<file path="config.mk">
export PLATFORM = sky130hd
export DESIGN_NAME = dmem_lsu_flat
export DESIGN_NICKNAME = d
export VERILOG_FILES = /design/src/rtl/dmem_lsu_pkg.sv /design/src/rtl/dmem_lsu_if.sv /design/src/rtl/dmem_lsu_store_align.sv /design/src/rtl/dmem_lsu.sv /design/src/flat_wrapper.sv
export SDC_FILE = /design/constraint.sdc
export NUM_CORES = 1
export LEC_CHECK = 0
export CAP_MARGIN = 0
export CORE_MARGIN = 4
export CORE_UTILIZATION = 40
export CTS_CLUSTER_DIAMETER = 120
export CTS_CLUSTER_SIZE = 25
export DETAILED_ROUTE_END_ITERATION = 8
export PLACE_DENSITY = 0.74
export SYNTH_ARGS = -nofsm -noshare
export SYNTH_HDL_FRONTEND = slang
export SYNTH_SLANG_ARGS = --single-unit
</file>
<file path="constraint.sdc">
create_clock -name clk -period 3.5 [get_ports clk]
set_clock_uncertainty 0.2 [all_clocks]
set_input_delay 0.7 -clock clk [delete_from_list [all_inputs] [get_ports clk]]
set_output_delay 0.7 -clock clk [all_outputs]
set_load 0.05 [all_outputs]
</file>
<file path="src/rtl/dmem_lsu_pkg.sv">
// rtl/dmem_lsu_pkg.sv - shared core types for the MEM-stage load/store unit
package dmem_lsu_pkg;

    typedef enum logic [1:0] {
        IDLE = 2'd0,
        REQ  = 2'd1,
        WAIT = 2'd2,
        DONE = 2'd3
    } lsu_state_t;

    localparam logic [2:0] F3_B  = 3'b000;
    localparam logic [2:0] F3_H  = 3'b001;
    localparam logic [2:0] F3_W  = 3'b010;
    localparam logic [2:0] F3_BU = 3'b100;
    localparam logic [2:0] F3_HU = 3'b101;

    // MEM-stage request as presented by the pipeline
    typedef struct packed {
        logic        op_valid;
        logic        op_store;
        logic [2:0]  funct3;
        logic [31:0] addr;
        logic [31:0] wdata;
    } mem_op_t;

    // Width code must exist for the direction, and halves/words must be naturally aligned
    function automatic logic access_legal(input logic store, input logic [2:0] f3, input logic [1:0] lo);
        logic width_ok;
        logic align_ok;
        if (store) width_ok = (f3 inside {F3_B, F3_H, F3_W});
        else       width_ok = (f3 inside {F3_B, F3_H, F3_W, F3_BU, F3_HU});
        case (f3)
            F3_H, F3_HU: align_ok = (lo[0] == 1'b0);
            F3_W:        align_ok = (lo == 2'b00);
            default:     align_ok = 1'b1;
        endcase
        return width_ok && align_ok;
    endfunction

endpackage

</file>
<file path="src/rtl/dmem_lsu_if.sv">
// rtl/dmem_lsu_if.sv - data memory request/response bus
interface dmem_lsu_if;
    logic        req;
    logic        we;
    logic [31:0] addr;
    logic [3:0]  wstrb;
    logic [31:0] wdata;
    logic        gnt;
    logic        rvalid;
    logic [31:0] rdata;

    modport master (output req, we, addr, wstrb, wdata, input gnt, rvalid, rdata);
    modport slave  (input req, we, addr, wstrb, wdata, output gnt, rvalid, rdata);
endinterface

</file>
<file path="src/rtl/dmem_lsu_store_align.sv">
// rtl/dmem_lsu_store_align.sv - byte-lane strobe and data replication for stores
module store_align
    import dmem_lsu_pkg::*;
(
    input  logic        store,
    input  logic [2:0]  funct3,
    input  logic [1:0]  addr_lo,
    input  logic [31:0] wdata,
    output logic [3:0]  wstrb,
    output logic [31:0] wdata_lane
);

    // Loads carry no strobes; stores replicate the source across lanes so any lane pick works
    always_comb begin
        wstrb      = 4'b0000;
        wdata_lane = 32'h0;
        if (store) begin
            case (funct3)
                F3_B: begin
                    wstrb      = 4'b0001 << addr_lo;
                    wdata_lane = {4{wdata[7:0]}};
                end
                F3_H: begin
                    wstrb      = 4'b0011 << {addr_lo[1], 1'b0};
                    wdata_lane = {2{wdata[15:0]}};
                end
                F3_W: begin
                    wstrb      = 4'b1111;
                    wdata_lane = wdata;
                end
                default: begin
                    wstrb      = 4'b0000;
                    wdata_lane = 32'h0;
                end
            endcase
        end
    end

endmodule

</file>
<file path="src/rtl/dmem_lsu.sv">
// rtl/dmem_lsu.sv - MEM-stage load/store unit with bus timeout
module dmem_lsu
    import dmem_lsu_pkg::*;
#(
    parameter int unsigned TIMEOUT_CYCLES = 255
) (
    input  logic        clk,
    input  logic        rst_n,
    input  logic        op_valid,
    input  logic        op_store,
    input  logic [2:0]  funct3,
    input  logic [31:0] addr,
    input  logic [31:0] wdata,
    dmem_lsu_if.master  bus,
    output logic        stall,
    output logic        done,
    output logic [31:0] ld_data,
    output logic        misaligned,
    output logic        bus_err
);

    localparam logic [7:0] TIMEOUT_LIM = 8'(TIMEOUT_CYCLES);

    mem_op_t     op;
    lsu_state_t  state;
    logic [7:0]  cnt;
    logic [1:0]  byte_off;
    logic        legal;
    logic        accept;
    logic        timeout;
    logic [3:0]  strb_fmt;
    logic [31:0] wdata_fmt;

    assign op = '{op_valid, op_store, funct3, addr, wdata};

    assign legal      = access_legal(op.op_store, op.funct3, op.addr[1:0]);
    assign accept     = (state == IDLE) && op.op_valid && legal;
    assign misaligned = (state == IDLE) && op.op_valid && !legal;
    assign stall      = (state == REQ) || (state == WAIT) || accept;

    // Abort only when the bus has made no progress in the last allowed cycle
    assign timeout = (((state == REQ) && !bus.gnt) || ((state == WAIT) && !bus.rvalid))
                     && ((cnt + 8'd1) == TIMEOUT_LIM);
    assign bus_err = timeout;

    store_align u_store_align (
        .store      (op.op_store),
        .funct3     (op.funct3),
        .addr_lo    (op.addr[1:0]),
        .wdata      (op.wdata),
        .wstrb      (strb_fmt),
        .wdata_lane (wdata_fmt)
    );

    // Access sequencer: accept, hold request until grant, await read data, one-cycle completion
    always_ff @(posedge clk or negedge rst_n) begin
        if (!rst_n) begin
            state     <= IDLE;
            cnt       <= 8'd0;
            byte_off  <= 2'b00;
            bus.req   <= 1'b0;
            bus.we    <= 1'b0;
            bus.addr  <= 32'h0;
            bus.wstrb <= 4'b0000;
            bus.wdata <= 32'h0;
            done      <= 1'b0;
            ld_data   <= 32'h0;
        end else begin
            done <= 1'b0;
            case (state)
                IDLE: begin
                    if (accept) begin
                        state     <= REQ;
                        cnt       <= 8'd0;
                        byte_off  <= op.addr[1:0];
                        bus.req   <= 1'b1;
                        bus.we    <= op.op_store;
                        bus.addr  <= {op.addr[31:2], 2'b00};
                        bus.wstrb <= strb_fmt;
                        bus.wdata <= wdata_fmt;
                    end
                end
                REQ: begin
                    cnt <= cnt + 8'd1;
                    if (timeout) begin
                        state   <= DONE;
                        done    <= 1'b1;
                        bus.req <= 1'b0;
                        ld_data <= 32'h0;
                    end else if (bus.gnt) begin
                        bus.req <= 1'b0;
                        if (bus.we) begin
                            state <= DONE;
                            done  <= 1'b1;
                        end else begin
                            state <= WAIT;
                        end
                    end
                end
                WAIT: begin
                    cnt <= cnt + 8'd1;
                    if (timeout) begin
                        state   <= DONE;
                        done    <= 1'b1;
                        ld_data <= 32'h0;
                    end else if (bus.rvalid) begin
                        state   <= DONE;
                        done    <= 1'b1;
                        ld_data <= bus.rdata >> {byte_off, 3'b000};
                    end
                end
                DONE: begin
                    state <= IDLE;
                end
                default: begin
                    state <= IDLE;
                end
            endcase
        end
    end

endmodule

</file>
<file path="src/flat_wrapper.sv">
// flat-port wrapper written by rule: the top's interface ports become plain ports
module dmem_lsu_flat import dmem_lsu_pkg::*;
#(
    parameter int unsigned TIMEOUT_CYCLES = 255
)
  (clk, rst_n, op_valid, op_store, funct3, addr, wdata, stall, done, ld_data, misaligned, bus_err, bus_req, bus_we, bus_addr, bus_wstrb, bus_wdata, bus_gnt, bus_rvalid, bus_rdata);
  dmem_lsu_if bus_i ();
  input  logic clk;
  input  logic rst_n;
  input  logic op_valid;
  input  logic op_store;
  input  logic [2:0] funct3;
  input  logic [31:0] addr;
  input  logic [31:0] wdata;
  output logic stall;
  output logic done;
  output logic [31:0] ld_data;
  output logic misaligned;
  output logic bus_err;
  output wire logic [$bits(bus_i.req)-1:0] bus_req;
  output wire logic [$bits(bus_i.we)-1:0] bus_we;
  output wire logic [$bits(bus_i.addr)-1:0] bus_addr;
  output wire logic [$bits(bus_i.wstrb)-1:0] bus_wstrb;
  output wire logic [$bits(bus_i.wdata)-1:0] bus_wdata;
  input wire logic [$bits(bus_i.gnt)-1:0] bus_gnt;
  input wire logic [$bits(bus_i.rvalid)-1:0] bus_rvalid;
  input wire logic [$bits(bus_i.rdata)-1:0] bus_rdata;
  assign bus_req = bus_i.req;
  assign bus_we = bus_i.we;
  assign bus_addr = bus_i.addr;
  assign bus_wstrb = bus_i.wstrb;
  assign bus_wdata = bus_i.wdata;
  assign bus_i.gnt = bus_gnt;
  assign bus_i.rvalid = bus_rvalid;
  assign bus_i.rdata = bus_rdata;
  dmem_lsu #(.TIMEOUT_CYCLES(TIMEOUT_CYCLES)) u_core (.clk(clk), .rst_n(rst_n), .op_valid(op_valid), .op_store(op_store), .funct3(funct3), .addr(addr), .wdata(wdata), .bus(bus_i), .stall(stall), .done(done), .ld_data(ld_data), .misaligned(misaligned), .bus_err(bus_err));
endmodule
</file>
# After elaboration in Yosys (flattened, before gate mapping)
# Cells that the tools add are included.
# classes
n_addsub,1
multipliers,0
div,0
magnitude_cmp,0
n_eq_ne,12
shift,3
muxes,29
bitwise,1
n_reduce_logical,28
# ops
operator,n
two-way mux 32 bit,4
one-hot mux 32 bit (3 select lines),1
one-hot mux 32 bit (2 select lines),1
>> shifter 32 x 5 -> 32 bit,1
one-hot mux 8 bit (2 select lines),1
one-hot mux 4 bit (3 select lines),1
two-way mux 1 bit,10
two-way mux 2 bit,5
AND reduction 3 bit,3
adder 8 x 1 -> 8 bit (second input constant),1
equality test 8 bit (second input constant),1
two-way mux 8 bit,1
one-hot mux 2 bit (4 select lines),1
logical AND 1 bit,7
equality test 3 bit (second input constant),2
!= test 3 bit (second input constant),2
one-hot mux 1 bit (2 select lines),3
nonzero test 2 bit,3
nonzero test 5 bit,1
equality test 2 bit (second input constant),2
zero test 2 bit,2
two-way mux 4 bit,1
AND reduction 2 bit,2
OR reduction 2 bit,2
other kinds (12),16
# word_totals
reg_bits,113
latch_bits,0
ram_bits,0
mem_bits_ro,0
in_bits,105
output_inout_bits,106
wordCells,84
n_memories,0

# Logic depth before layout (Yosys ltp)
# Gate-level depths: netlist of the first run.
# depth
depth_word,7
ltp_mapped,8
depth_no_buf,7

# By module
# From an unflattened synthesis of the first run, not the netlist that was laid out.
# unflattened
hier_cells,499
hier_area_um2,6012.0
# modules_own_cells
module,instances,cells_per_inst,area_each_um2,seq_area_each_um2
dmem_lsu,1,402,5435.2,2827.7
store_align,1,97,576.8,0.0

# Least setup slack after synthesis of the first run
# Ideal clock, no wire load.
# synth_path
kind,input -> output
start,input port bus_gnt
end,output port bus_err
arrival_time_ps,2012
required_ps,2600
setup_slack_ps,588
stages,5
path_buffers,1
cell_sequence,nand2b_1 > a21oi_1 > o211ai_1 > nor2_1 > clkbuf_1
# synth_via
elab_chain_cells,4
# synth_lines
item,line_no,source
"start, declared",flat_wrapper.sv:25,input wire logic [$bits(bus_i.gnt)-1:0] bus_gnt;
zero test 1 bit,dmem_lsu.sv:42,assign timeout = (((state == REQ) && !bus.gnt) || ((state == WAIT) && !bus.rvalid))
logical AND 1 bit,dmem_lsu.sv:42,
logical OR 1 bit,dmem_lsu.sv:42,
logical AND 1 bit,dmem_lsu.sv:43,&& ((cnt + 8'd1) == TIMEOUT_LIM);
"end, declared",flat_wrapper.sv:19,output logic bus_err;
# No other way between the ends.

# Final worst setup path of the first run
# layout_path
start,input port funct3[2]
end,output port stall
# layout_via
elab_chain_cells,6
# layout_lines
item,line_no,source
"start, declared",flat_wrapper.sv:12,input logic [2:0] funct3;
"equality test 3 bit, or another cell as far along","dmem_lsu_pkg.sv:31, dmem_lsu_pkg.sv:32",
"OR reduction 2 bit, or another cell as far along",dmem_lsu_pkg.sv:32,case (f3)
one-hot mux 1 bit (2 select lines) / two-way mux 1 bit (equally long branches),"dmem_lsu_pkg.sv:32, dmem_lsu_pkg.sv:30",
logical AND 1 bit (*),dmem_lsu_pkg.sv:37,return width_ok && align_ok;
logical AND 1 bit (*),dmem_lsu.sv:37,assign accept = (state == IDLE) && op.op_valid && legal;
logical OR 1 bit (*),dmem_lsu.sv:39,assign stall = (state == REQ) || (state == WAIT) || accept;
"end, declared",flat_wrapper.sv:15,output logic stall;
# Every way passes the cells marked *; elsewhere a longest branch is shown, timed or not.

==> impl_results.rst, run 1 <==
.. list-table::
   :header-rows: 1

   * - Metric
     - Value
   * - Vias after detailed routing
     - 5563
   * - Synth unique cells
     - 49
   * - TritonCTS clock tree
     - yes
   * - Average via count per standard cell
     - 5.23
   * - Post-synth ARST share
     - 100%
   * - Die ar.
     - 0.0163 mm^2
   * - Total cell area at the placement stage
     - 0.00804 mm^2
   * - Vias in the first global route
     - 5486
   * - Final count of pins violating max slew
     - 0
   * - Number of violations reported at the end of detailed-routing iteration 0
     - 447
   * - HPWL after detailed placement
     - 12700 um
   * - Period minus WS final
     - 3.20 ns
   * - TritonCTS buffer count
     - 17
   * - Post-synth EDFFs
     - 0
   * - Remaining number of nets flagged by the antenna check after routing
     - 0
   * - Worst reg-to-reg path cell count
     - 8
   * - Total setup buffers inserted after CTS
     - 0
   * - Final cycle utilization of the critical path
     - 91.5%
   * - CTS root buf
     - sky130_fd_sc_hd__clkbuf_16
   * - Flop and latch count out of synthesis
     - 113
   * - Run status
     - finished, final reports clean
   * - GPL Wtd Cong
     - 0.829
   * - Total clock sinks
     - 113
   * - Setup repair after global routing missed its margin
     - no
   * - Number of buffers added to fix hold violations after cts
     - 0
   * - Initial Utilization
     - 41.1%
   * - Finished Cell Area
     - 0.00866 mm^2
   * - Sequential Area
     - 0.00283 mm^2
   * - Clock slew seen by the registers of the worst setup and hold paths
     - 0.06 ns
   * - Count of buffers from port buffering
     - 208
   * - Overflow left after global routing
     - 0
   * - Final setup fails
     - 0
   * - Buffers from clock root to sink, at most
     - 2
   * - Crit path kind
     - in2out
   * - Worst-case headroom to the max-slew limit
     - 46.7%
   * - Count of synthesis-stage warnings from yosys
     - 0
   * - GRT Total Usage
     - 22.1%
   * - Maximum frequency from static timing analysis
     - 312 MHz
   * - Design internal power
     - 4.73 mW
   * - Number of maximum-capacitance violations
     - 0
   * - DR WL/cell
     - 16.8 um
   * - I/O pin count
     - 211
   * - Post-Synthesis Mean Instance Area
     - 8.52 um^2
   * - Chip Width
     - 128 um
   * - Reg-to-reg setup timing slack
     - 1.03 ns
   * - Top FF cell, synth
     - sky130_fd_sc_hd__dfrtp_1
   * - Post-layout nets
     - 981
   * - Cell area after technology mapping
     - 0.00575 mm^2
   * - Detailed-route DRC error count
     - 0
   * - Hold/Removal Path Class
     - in2async
   * - Capture instance of the worst register-to-register path
     - u_core.ld_data[20]$_DFFE_PN0P_
   * - First-pass GRT wire length
     - 28700 um
   * - Wirelength, routed
     - 17900 um
   * - Worst skew pair latency
     - 0.41 ns
   * - Chip height
     - 128 um
   * - Combinational cell fraction of total power
     - 53.9%
   * - Sequential cell fraction of total power
     - 25.5%
   * - Growth of design area from synthesis to finish
     - 50.8%
   * - Multi-input gate area
     - 0.00271 mm^2
   * - CP Launch Type
     - primary input
   * - Row Count
     - 43
   * - PostCTS Resize Cnt
     - 0
   * - Fraction of final layout cells sized beyond drive strength 1
     - 7.01%
   * - Net switching power of the design
     - 4.19 mW
   * - Area of the core
     - 0.0140 mm^2
   * - CP Max Fanout
     - 7
   * - Slew at the pin closest to its max-slew limit
     - 0.797 ns
   * - Sequential fraction of the synthesis area
     - 49.2%
   * - Fillers
     - 1203
   * - Worst path arrival time
     - 2.30 ns
   * - Cell count after synthesis
     - 674
   * - Share of total power in the clock network
     - 20.5%
   * - Maximum VDD drop
     - 0.618 mV
   * - Power density normalized to cell area
     - 1030 mW/mm^2
   * - Number of detailed-routing iterations run before antenna repair
     - 5
   * - Element type at the critical path end
     - primary output
   * - Switching Share
     - 47.0%
   * - Total leakage power
     - 3.82 nW
   * - Maximum level of the CTS H-tree
     - 4
   * - Required time reported for the critical path endpoint
     - 2.60 ns
   * - Total negative slack
     - 0 ns
   * - Number of antenna violations at the first check in global routing
     - 1
   * - Startpoint of the worst-slack reg-to-reg timing path
     - u_core.cnt[1]$_DFFE_PN0P_
   * - Total inserted antenna cells
     - 0
   * - Final Hold Fails
     - 0
   * - Largest net degree at the start of global routing
     - 50
-- placed cells by master (no fill, tap or decap), drive strengths merged, types with 19 or more instances in the layout --
cell,n
a211oi,20
a21oi,54
buf,19
clkbuf,19
clkdlybuf4s50,204
dfrtp,113
nand2,197
nand3,21
nor2,25
nor2b,21
o21ai,60
-- worst max path at each step --
stage | start | endpoint
floorplan | bus_gnt | bus_err
global placement | funct3[2] | stall
detailed placement | funct3[2] | stall
CTS | funct3[2] | stall
global route | u_core.cnt[0]$_DFFE_PN0P_ | bus_err
finish | funct3[2] | stall
-- metrics by stage --
| stage | total power [mW] | utilization [%] | hold WS (ns) | setup slack, ns | instances |
|---|---|---|---|---|---|
| floorplan | 5.42 | - | 0.204 | 0.588 | 675 |
| global placement | 7.06 | 57.4 | 0.248 | 0.330 | 1032 |
| detailed placement | 7.11 | 57.4 | 0.256 | 0.304 | 1032 |
| CTS | 8.97 | 61.9 | 0.0905 | 0.298 | 1064 |
| global route | 9.40 | 61.9 | 0.114 | 0.232 | 1064 |
| finish | 8.92 | 61.9 | 0.0783 | 0.296 | 1064 |
-- Yosys cell counts (2+ instances only) --
cell                        number  area (um^2)
sky130_fd_sc_hd__nand2_1       197          739
sky130_fd_sc_hd__dfrtp_1       113         2830
sky130_fd_sc_hd__o21ai_0        59          295
sky130_fd_sc_hd__a21oi_1        53          265
sky130_fd_sc_hd__clkbuf_1       36          135
sky130_fd_sc_hd__nor2_1         25         93.8
sky130_fd_sc_hd__nor2b_1        21          131
sky130_fd_sc_hd__nand3_1        20          100
sky130_fd_sc_hd__a211oi_1       19          143
sky130_fd_sc_hd__mux2i_1        16          160
sky130_fd_sc_hd__o31ai_1        13         97.6
sky130_fd_sc_hd__inv_1           9         33.8
sky130_fd_sc_hd__a22o_1          8         70.1
sky130_fd_sc_hd__a22oi_1         8         60.1
sky130_fd_sc_hd__a2bb2oi_1       8         70.1
sky130_fd_sc_hd__a31oi_1         7         43.8
sky130_fd_sc_hd__nand2b_1        6         37.5
sky130_fd_sc_hd__buf_1           5         18.8
sky130_fd_sc_hd__ha_1            5         62.6
sky130_fd_sc_hd__buf_2           3         15.0
sky130_fd_sc_hd__nor3_1          3         15.0
sky130_fd_sc_hd__or2_2           3         18.8
sky130_fd_sc_hd__or3_1           3         18.8
sky130_fd_sc_hd__a21o_1          2         15.0
sky130_fd_sc_hd__and2_1          2         12.5
sky130_fd_sc_hd__and3_1          2         12.5
sky130_fd_sc_hd__buf_4           2         15.0
sky130_fd_sc_hd__nand3b_1        2         15.0
sky130_fd_sc_hd__nand4_1         2         12.5
sky130_fd_sc_hd__o21bai_1        2         15.0
sky130_fd_sc_hd__o22ai_1         2         12.5
-- state kept, by name (all words and copies together), names as in the netlist --
name,flops
u_core.done,1
u_core.bus.wstrb,4
u_core.ld_data,32
u_core.byte_off,2
u_core.bus.we,1
u_core.bus.req,1
u_core.bus.addr,30
u_core.cnt,8
u_core.bus.wdata,32
u_core.state,2
-- power by group through the flow --
stage               logic (mW)  clock network (mW)  registers, mW
floorplan                 1.46                   0           3.95
global route              5.12                1.92           2.36
CTS                       4.84                1.86           2.28
global placement          4.78                   0           2.28
detailed placement        4.82                   0           2.29
finish                    4.81                1.83           2.28
-- worst max-delay path, stage by stage --
cell and delay [ns]:
sky130_fd_sc_hd__clkdlybuf4s50_1 0.50, sky130_fd_sc_hd__or4_4 0.62, sky130_fd_sc_hd__a21oi_4 0.19, sky130_fd_sc_hd__or2_2 0.16, sky130_fd_sc_hd__buf_12 0.14
-- cells by family after synthesis --
kind of cell | share of synthesized area, %
adder cells (fa/ha/maj) | 1.09
AND/OR/NAND/NOR | 21.7
flip-flops | 49.2
multiplexers | 2.98
buffers and inverters | 3.79
AO/OA/AOI/OAI | 21.2
other | 0.0653
-- per-layer routing --
layer / vias to the layer above / global-route usage, % / part of all wire (%) / routed length (um)
met5: - / 0 / 0.067 / 12
met4: 2 / 7.24 / 1.7 / 297
met3: 26 / 7.88 / 9.4 / 1680
met2: 229 / 34.2 / 46 / 8280
met1: 2582 / 29.0 / 43 / 7660
li1: 2724 / - / - / -
-- layout make-up --
class                      instances  share of cell area, %
multi-input combinational        507                   31.3
inverter                           9                  0.390
tap                              180                   2.60
timing repair buffer             223                   25.8
sequential                       113                   32.6
clock inverter                    13                   2.14
clock buffer                      19                   5.11
No activity file was read; power rests on OpenSTA's default activity.
==> run 2: changes to the inputs <==
--- a/config.mk
+++ b/config.mk
@@ -11,6 +11,7 @@
 export CTS_CLUSTER_DIAMETER = 120
 export CTS_CLUSTER_SIZE = 25
 export DETAILED_ROUTE_END_ITERATION = 8
+export GPL_ROUTABILITY_DRIVEN = 0
 export PLACE_DENSITY = 0.74
 export SYNTH_ARGS = -nofsm -noshare
 export SYNTH_HDL_FRONTEND = slang
==> results of run 2 <==
No change in the layout: final DEF, timing and power equal those of run 1.
==> run 3: changes to the inputs <==
--- a/config.mk
+++ b/config.mk
@@ -13,6 +13,7 @@
 export DETAILED_ROUTE_END_ITERATION = 8
 export GPL_ROUTABILITY_DRIVEN = 0
 export PLACE_DENSITY = 0.74
+export SLEW_MARGIN = 30
 export SYNTH_ARGS = -nofsm -noshare
 export SYNTH_HDL_FRONTEND = slang
 export SYNTH_SLANG_ARGS = --single-unit
==> results of run 3 <==
No change in the layout: final DEF, timing and power equal those of run 1.
